--- src/rtl/matmul_host_sequencer.sv ---
// Host-side sequencer for the 3x3 matrix multiplier: byte stream in (A then B), run, byte stream out (C).
// Optional WAIT-state watchdog is built only when MM_SEQ_TIMEOUT_EN is defined.
module matmul_host_sequencer #(
    parameter int ELEM_W         = 8,
    parameter int N_ELEM         = 9,
    parameter int TIMEOUT_CYCLES = 1024
) (
    input  logic                     Clock,
    input  logic                     reset,
    input  logic [ELEM_W-1:0]        in_data,
    input  logic                     in_valid,
    output logic                     in_ready,
    output logic [ELEM_W-1:0]        out_data,
    output logic                     out_valid,
    input  logic                     out_ready,
    output logic [ELEM_W*N_ELEM-1:0] mm_A,
    output logic [ELEM_W*N_ELEM-1:0] mm_B,
    output logic                     mm_Enable,
    input  logic [ELEM_W*N_ELEM-1:0] mm_C,
    input  logic                     mm_done,
    output logic                     busy,
    output logic                     timeout_err
);

    localparam int              CNT_W    = $clog2(N_ELEM);
    localparam logic [CNT_W-1:0] CNT_LAST = CNT_W'(N_ELEM - 1);

    typedef enum logic [2:0] {
        S_LOAD_A,
        S_LOAD_B,
        S_START,
        S_WAIT,
        S_DRAIN
    } state_t;

    state_t            r_state;
    state_t            w_next;
    logic [CNT_W-1:0]  r_cnt;
    logic [ELEM_W-1:0] r_a   [N_ELEM];
    logic [ELEM_W-1:0] r_b   [N_ELEM];
    logic [ELEM_W-1:0] r_cap [N_ELEM];
    logic              w_in_hs;
    logic              w_out_hs;
    logic              w_cnt_last;
    logic              w_timeout;

    assign w_in_hs    = in_valid && in_ready;
    assign w_out_hs   = out_valid && out_ready;
    assign w_cnt_last = (r_cnt == CNT_LAST);

    for (genvar k = 0; k < N_ELEM; k++) begin : g_pack
        assign mm_A[k*ELEM_W +: ELEM_W] = r_a[k];
        assign mm_B[k*ELEM_W +: ELEM_W] = r_b[k];
    end

`ifdef MM_SEQ_TIMEOUT_EN
    localparam int               WAIT_W    = $clog2(TIMEOUT_CYCLES + 1);
    localparam logic [WAIT_W-1:0] WAIT_LAST = WAIT_W'(TIMEOUT_CYCLES - 1);

    logic [WAIT_W-1:0] r_wait_cnt;
    logic              r_timeout_err;

    assign w_timeout   = (r_state == S_WAIT) && (r_wait_cnt == WAIT_LAST);
    assign timeout_err = r_timeout_err;

    always_ff @(posedge Clock or posedge reset) begin
        if (reset) begin
            r_wait_cnt    <= '0;
            r_timeout_err <= 1'b0;
        end else begin
            r_wait_cnt <= (r_state == S_WAIT) ? r_wait_cnt + 1'b1 : '0;
            // A completing multiplier wins over an expiring watchdog on the same edge
            if (w_timeout && !mm_done)
                r_timeout_err <= 1'b1;
            else if (w_in_hs)
                r_timeout_err <= 1'b0;
        end
    end
`else
    assign w_timeout   = 1'b0;
    assign timeout_err = 1'b0;
`endif

    always_ff @(posedge Clock or posedge reset) begin
        if (reset)
            r_state <= S_LOAD_A;
        else
            r_state <= w_next;
    end

    always_comb begin
        w_next = r_state;
        case (r_state)
            S_LOAD_A: if (w_in_hs && w_cnt_last) w_next = S_LOAD_B;
            S_LOAD_B: if (w_in_hs && w_cnt_last) w_next = S_START;
            // A done left high from a previous run must not be taken as completion
            S_START:  if (!mm_done) w_next = S_WAIT;
            S_WAIT: begin
                if (mm_done)
                    w_next = S_DRAIN;
                else if (w_timeout)
                    w_next = S_LOAD_A;
            end
            S_DRAIN:  if (w_out_hs && w_cnt_last) w_next = S_LOAD_A;
            default:  w_next = S_LOAD_A;
        endcase
    end

    always_comb begin
        in_ready  = 1'b0;
        out_valid = 1'b0;
        out_data  = '0;
        mm_Enable = 1'b0;
        busy      = 1'b1;
        case (r_state)
            S_LOAD_A: begin
                in_ready = 1'b1;
                busy     = (r_cnt != '0);
            end
            S_LOAD_B: in_ready = 1'b1;
            S_WAIT:   mm_Enable = 1'b1;
            S_DRAIN: begin
                out_valid = 1'b1;
                out_data  = r_cap[r_cnt];
            end
            default: ;
        endcase
    end

    always_ff @(posedge Clock or posedge reset) begin
        if (reset) begin
            r_cnt <= '0;
            for (int k = 0; k < N_ELEM; k++) begin
                r_a[k]   <= '0;
                r_b[k]   <= '0;
                r_cap[k] <= '0;
            end
        end else begin
            case (r_state)
                S_LOAD_A: begin
                    if (w_in_hs) begin
                        r_a[r_cnt] <= in_data;
                        r_cnt      <= w_cnt_last ? '0 : r_cnt + 1'b1;
                    end
                end
                S_LOAD_B: begin
                    if (w_in_hs) begin
                        r_b[r_cnt] <= in_data;
                        r_cnt      <= w_cnt_last ? '0 : r_cnt + 1'b1;
                    end
                end
                S_WAIT: begin
                    if (mm_done) begin
                        for (int k = 0; k < N_ELEM; k++)
                            r_cap[k] <= mm_C[k*ELEM_W +: ELEM_W];
                    end
                    if (mm_done || w_timeout)
                        r_cnt <= '0;
                end
                S_DRAIN: begin
                    if (w_out_hs)
                        r_cnt <= w_cnt_last ? '0 : r_cnt + 1'b1;
                end
                default: ;
            endcase
        end
    end

endmodule
--- config.mk ---
export PLATFORM = sky130hd
export DESIGN_NAME = matmul_host_sequencer
export DESIGN_NICKNAME = d
export VERILOG_FILES = /design/src/rtl/matmul_host_sequencer.sv
export SDC_FILE = /design/constraint.sdc
export NUM_CORES = 1
export LEC_CHECK = 0
export CAP_MARGIN = 10
export CORE_MARGIN = 3
export CORE_UTILIZATION = 40
export DETAILED_ROUTE_END_ITERATION = 7
export GPL_ROUTABILITY_DRIVEN = 1
export HOLD_SLACK_MARGIN = 0.03
export PLACE_DENSITY = 0.74
export REMOVE_ABC_BUFFERS = 1
export SYNTH_ARGS = -nofsm -noshare
export SYNTH_HDL_FRONTEND = slang
export SYNTH_SLANG_ARGS = --single-unit
--- constraint.sdc ---
create_clock -name Clock -period 16.31 [get_ports Clock]
set_clock_uncertainty 0.15 [all_clocks]
set_input_delay 1.631 -clock Clock [delete_from_list [all_inputs] [get_ports Clock]]
set_output_delay 1.631 -clock Clock [all_outputs]
set_load 0.02 [all_outputs]
Yosys cells after proc, flatten, opt, wreduce, memory -nomap -nowiden
Index checks and enable logic that the tools add are counted.
{ "totals": {"inputBits": 85, "ff_bits": 223, "wordCells": 82} }
{ "classes": {"n_eq_ne": 12, "n_mux": 23, "reduce_logical": 14, "addsub": 1, "n_lt_le_gt_ge": 2, "n_bitwise": 1} }
{ "ops": {"columns": ["operator", "n"], "rows": [
  ["72-bit bitwise mux", 2],
  ["8-bit binary-select mux with 4-bit select", 1],
  ["8-bit demux with 4-bit select", 1],
  ["8-bit two-way mux", 4],
  ["4-bit two-way mux", 4],
  ["3-bit two-way mux", 5],
  ["3-bit one-hot mux with 5 select lines", 1],
  ["2-bit inequality test, second input constant", 6],
  ["4-bit one-hot mux with 3 select lines", 1],
  ["3-bit by 2-bit equality test with 1-bit output, second input constant", 2],
  ["2-bit AND reduction", 3],
  ["5-bit greater-or-equal comparator, second input constant", 1],
  ["1-bit logical AND", 5],
  ["5-bit by 1-bit < comparator with 1-bit output, second input constant", 1],
  ["4-bit NOT with 5-bit output", 1],
  ["5-bit AND reduction", 1],
  ["4-bit by 1-bit adder with 4-bit output, second input constant", 1],
  ["4-bit equality test, second input constant", 1],
  ["1-bit two-way mux", 4],
  ["4-bit AND reduction", 1],
  ["4-bit nonzero test", 1],
  ["3-bit by 1-bit equality test with 1-bit output, second input constant", 1],
  ["3-bit equality test, second input constant", 1],
  ["3-bit logical NOT", 1],
  ["3 further kinds", 3]
]} }

Depth between registers and ports, before layout
{ "logic_depth": {"depth_word": 7, "ltp_mapped": 11, "mapped_depth_nobuf": 6} }

Worst setup path before layout
OpenSTA, ideal clock, no wires.
{ "synth_path": {"path_kind": "reg-to-output", "startpoint": "register r_cnt[0]", "endpoint": "output busy", "path_buffers": 4, "arrival_time_ns": 1.800, "setup_slack_ns": 12.729, "stages_incl_launch_ff": 9, "path_cell_list": "dfrtp_1 buf_2 buf_4 buf_2 inv_1 ha_1 buf_2 nor2b_1 nand3_1"} }
{ "synth_between": {"elab_chain_cells": 2} }
{ "synth_rtl": {"columns": ["item", "line", "rtl"], "rows": [
  ["start, declared", "38", "logic [CNT_W-1:0] r_cnt;"],
  ["start signal, assigned", "143", "r_cnt <= w_cnt_last ? '0 : r_cnt + 1'b1;"],
  ["start signal, assigned", "149", "r_cnt <= w_cnt_last ? '0 : r_cnt + 1'b1;"],
  ["start signal, assigned", "162", "r_cnt <= w_cnt_last ? '0 : r_cnt + 1'b1;"],
  ["4-bit nonzero test", "118", "busy = (r_cnt != '0);"],
  ["1-bit two-way mux", "115", "case (r_state)"],
  ["end, declared", "21", "output logic busy,"]
]} }
No other way between the ends.

Worst setup path after layout
{ "layout_path": {"startpoint": "register r_cnt[0]", "endpoint": "output out_data[0]"} }
{ "layout_between": {"elab_chain_cells": 5} }
{ "layout_rtl": {"columns": ["item", "line", "rtl"], "rows": [
  ["4-bit NOT with 5-bit output (not written as such)", "124", "out_data = r_cap[r_cnt];"],
  ["8-bit binary-select mux with 4-bit select", "124", null],
  ["8-bit two-way mux (not written as such) (2 in a row)", "124", null],
  ["8-bit two-way mux", "115", null],
  ["end, declared", "13", "output logic [ELEM_W-1:0] out_data,"]
]} }
No other way between the ends. The select of a mux whose other input is x is not followed.

==> run summary <==
largest family of logic cells by synthesized area: multiplexers
Critical Path RT: 14.53 ns
Post-DRT Antenna Nets: 0
IO buf count: 240
core area: 22700 um^2
commonest non-fill, non-tap cells in the layout: clkdlybuf4s50_1 (240), nand2_1 (232), dfrtp_1 (222), mux2_2 (133), mux2i_1 (32)
reg-to-reg endpoint: mm_B[67]$_DFFE_PP0P_
cts hold-fix bufs: 0
clock root cell: clkbuf_16
simple-gate share of the synthesized area: 13.2%
asr flop ratio synth: 100%
Max FO, Critical Path: 39
TritonCTS Sinks: 223
Synth Area in Compound Gates: 2.67%
FF+latch count, synth: 223
CTS resizes: 0
Critical Path Source: r_cnt[0]$_DFFE_PP0P_
Area after DPL: 11900 um^2
worst setup path end: out_data[0]
initial antenna violation count: 0
row count: 55
P&R area growth vs syn: 35.6%
FMAX: 193 MHz
largest net degree at the start of global routing: 134
GRT Residual Overflow: 0
worst hold start: r_cap[8]$_DFFE_PP0P_
Synth Area in Adders: 0.539%
Startpoint Class: flop
commonest non-fill, non-tap cell in the layout: clkdlybuf4s50_1
# DRC: 0
Synth Instances: 760
fin crit share: 31.7%
wire length per cell: 18.7 um
Max transition margin: 20.5%
Post-synth EDFFs: 0
GPL Wtd Cong: 0.793
clk_lat worst skew: 0.50 ns
sequential share of the synthesized area: 60.1%
antenna cells: 0
fraction of layout cells with a size suffix above 1: 19.0%
max-cap viol count: 0
Pleak: 6.02 nW
Mapped Avg Cell Area: 12.2 um^2
PwrDens: 195 nW/um^2
Worst EP arrival: 3.39 ns
number of CTS-inserted buffers: 24
fillers: 1932
Post-Syn Area: 9280 um^2
Die Ht: 158 um
Max rail drop VDD: 0.0000703 V
Post-Route Setup TNS: 0 ns
Finished Layout Cells: 1286
final setup vio count: 0
Clk pin slew, worst setup/hold paths: 0.06 ns
area leader, netlist: dfrtp_1
CP Capture Type: output port
Starting Density: 40.9%
area fraction of the dominant cell type after synthesis: 60.1%
CTS tree: done
Top FF cell, synth: dfrtp_1
DR iter-0 viols: 285
Clock Tree Buf Depth: 3
GRT Util Overall: 18.7%
Worst-Margin Slew: 1.18 ns
final hold violations: 0
RSZ-0062 raised after global routing: no
R2R Setup Slk: 13.33 ns
Syn. warnings: 0
Setup CP Type: flop to output port
min Tclk post-route: 5.17 ns
postcts setup bufs: 0
first-pass GRT wire length: 37.0 mm
sequential cell area: 5580 um^2
routed vias: 6486
H-tree depth: 1
dpl cells: 1247
RR Startpoint: r_cnt[0]$_DFFE_PP0P_
chip width: 158 um
proportion of synthesized area in mux cells: 21.2%
die area: 25100 um^2
final wirelength: 24.0 mm
Via density: 5.04
DR pass1 iterations: 4
multi-input logic area: 3510 um^2
synth top area cells: dfrtp_1 (60%), mux2_2 (16%), nand2_1 (9.4%)
NumNets Final: 1077
# IOs: 242
worst min path class: flop to flop
Yosys cell types: 42
R2R cell count: 5
final slew viol count: 0
fin area: 12600 um^2
status: finished, final reports clean
vias in the first global route: 6558
Post-Synth XOR/XNOR Area: 0.0943%
post-DP HPWL: 16.3 mm
## worst min path at each step
stage	endpoint	slack, ns	cells past startpoint
2_1_floorplan	r_cap[16]$_DFFE_PP0P_	0.29	2
3_3_place_gp	r_cap[14]$_DFFE_PP0P_	0.31	2
3_5_place_dp	r_cap[8]$_DFFE_PP0P_	0.31	2
4_1_cts	r_cap[8]$_DFFE_PP0P_	0.33	2
5_1_grt	r_cap[68]$_DFFE_PP0P_	0.35	2
6_report	r_cap[8]$_DFFE_PP0P_	0.33	2
## per-layer routing
layer	GRT usage [%]	vias up	part of all wire (%)
met5	0	-	0
met3	4.29	32	7.5
met2	30.3	251	46
met4	3.36	0	1.4
met1	26.2	3182	45
li1	-	3021	-
## final cells by class
cell class	count	share of cell area, %
Sequential cell	223	44.3
Multi-Input combinational cell	491	27.9
Timing Repair Buffer	244	19.3
Clock buffer	36	5.30
Tap cell	285	2.83
Inverter	4	0.179
Clock inverter	3	0.119
## registers in the layout, indices dropped and copies added, names as in the netlist
register / flops
mm_A: 72
mm_B: 72
r_state: 3
r_cap: 72
r_cnt: 4
## synth_stat cells, drive strengths merged (2+ instances only)
cell type,count
a211o,8
and3,8
and3b,2
buf,17
clkbuf,25
dfrtp,223
ha,4
inv,4
mux2,144
mux2i,32
nand2,239
nand2b,2
nand3,3
nand4,2
nand4b,2
nor2,9
nor2b,2
o21ai,3
o221ai,8
o22ai,8
## critical path, cell delays in order, from the launching register on
cell and delay (ns):
dfrtp_2 0.76, nor3_1 1.06, a211o_1 0.23, and3_1 0.20, clkdlybuf4s50_1 0.61
## stage by stage
| stage | util, % | hold slack [ns] | power, mW | worst slack (ns) |
|---|---|---|---|---|
| floorplan | - | 0.295 | 1.50 | 8.42 |
| CTS | 55.4 | 0.327 | 2.49 | 11.09 |
| detailed placement | 52.4 | 0.313 | 1.99 | 11.65 |
| finish | 55.4 | 0.326 | 2.46 | 11.14 |
| global placement | 52.4 | 0.309 | 1.96 | 11.59 |
| global route | 55.4 | 0.349 | 2.60 | 10.98 |
## power breakdown
part           total (mW)  switching (mW)  internal (mW)
combinational        1.03           0.497          0.529
clock               0.485           0.205          0.279
sequential          0.945           0.161          0.784
## logic make-up after synthesis
group,Yosys count
DFF,223
and+or+nand+nor,277
muxes,176
AOI/OAI and AO/OA,32
other,1
adders and majority gates,4
xor gates and xnor gates,1
buffers and inverters,46
Power figures use the tool's default switching activity.
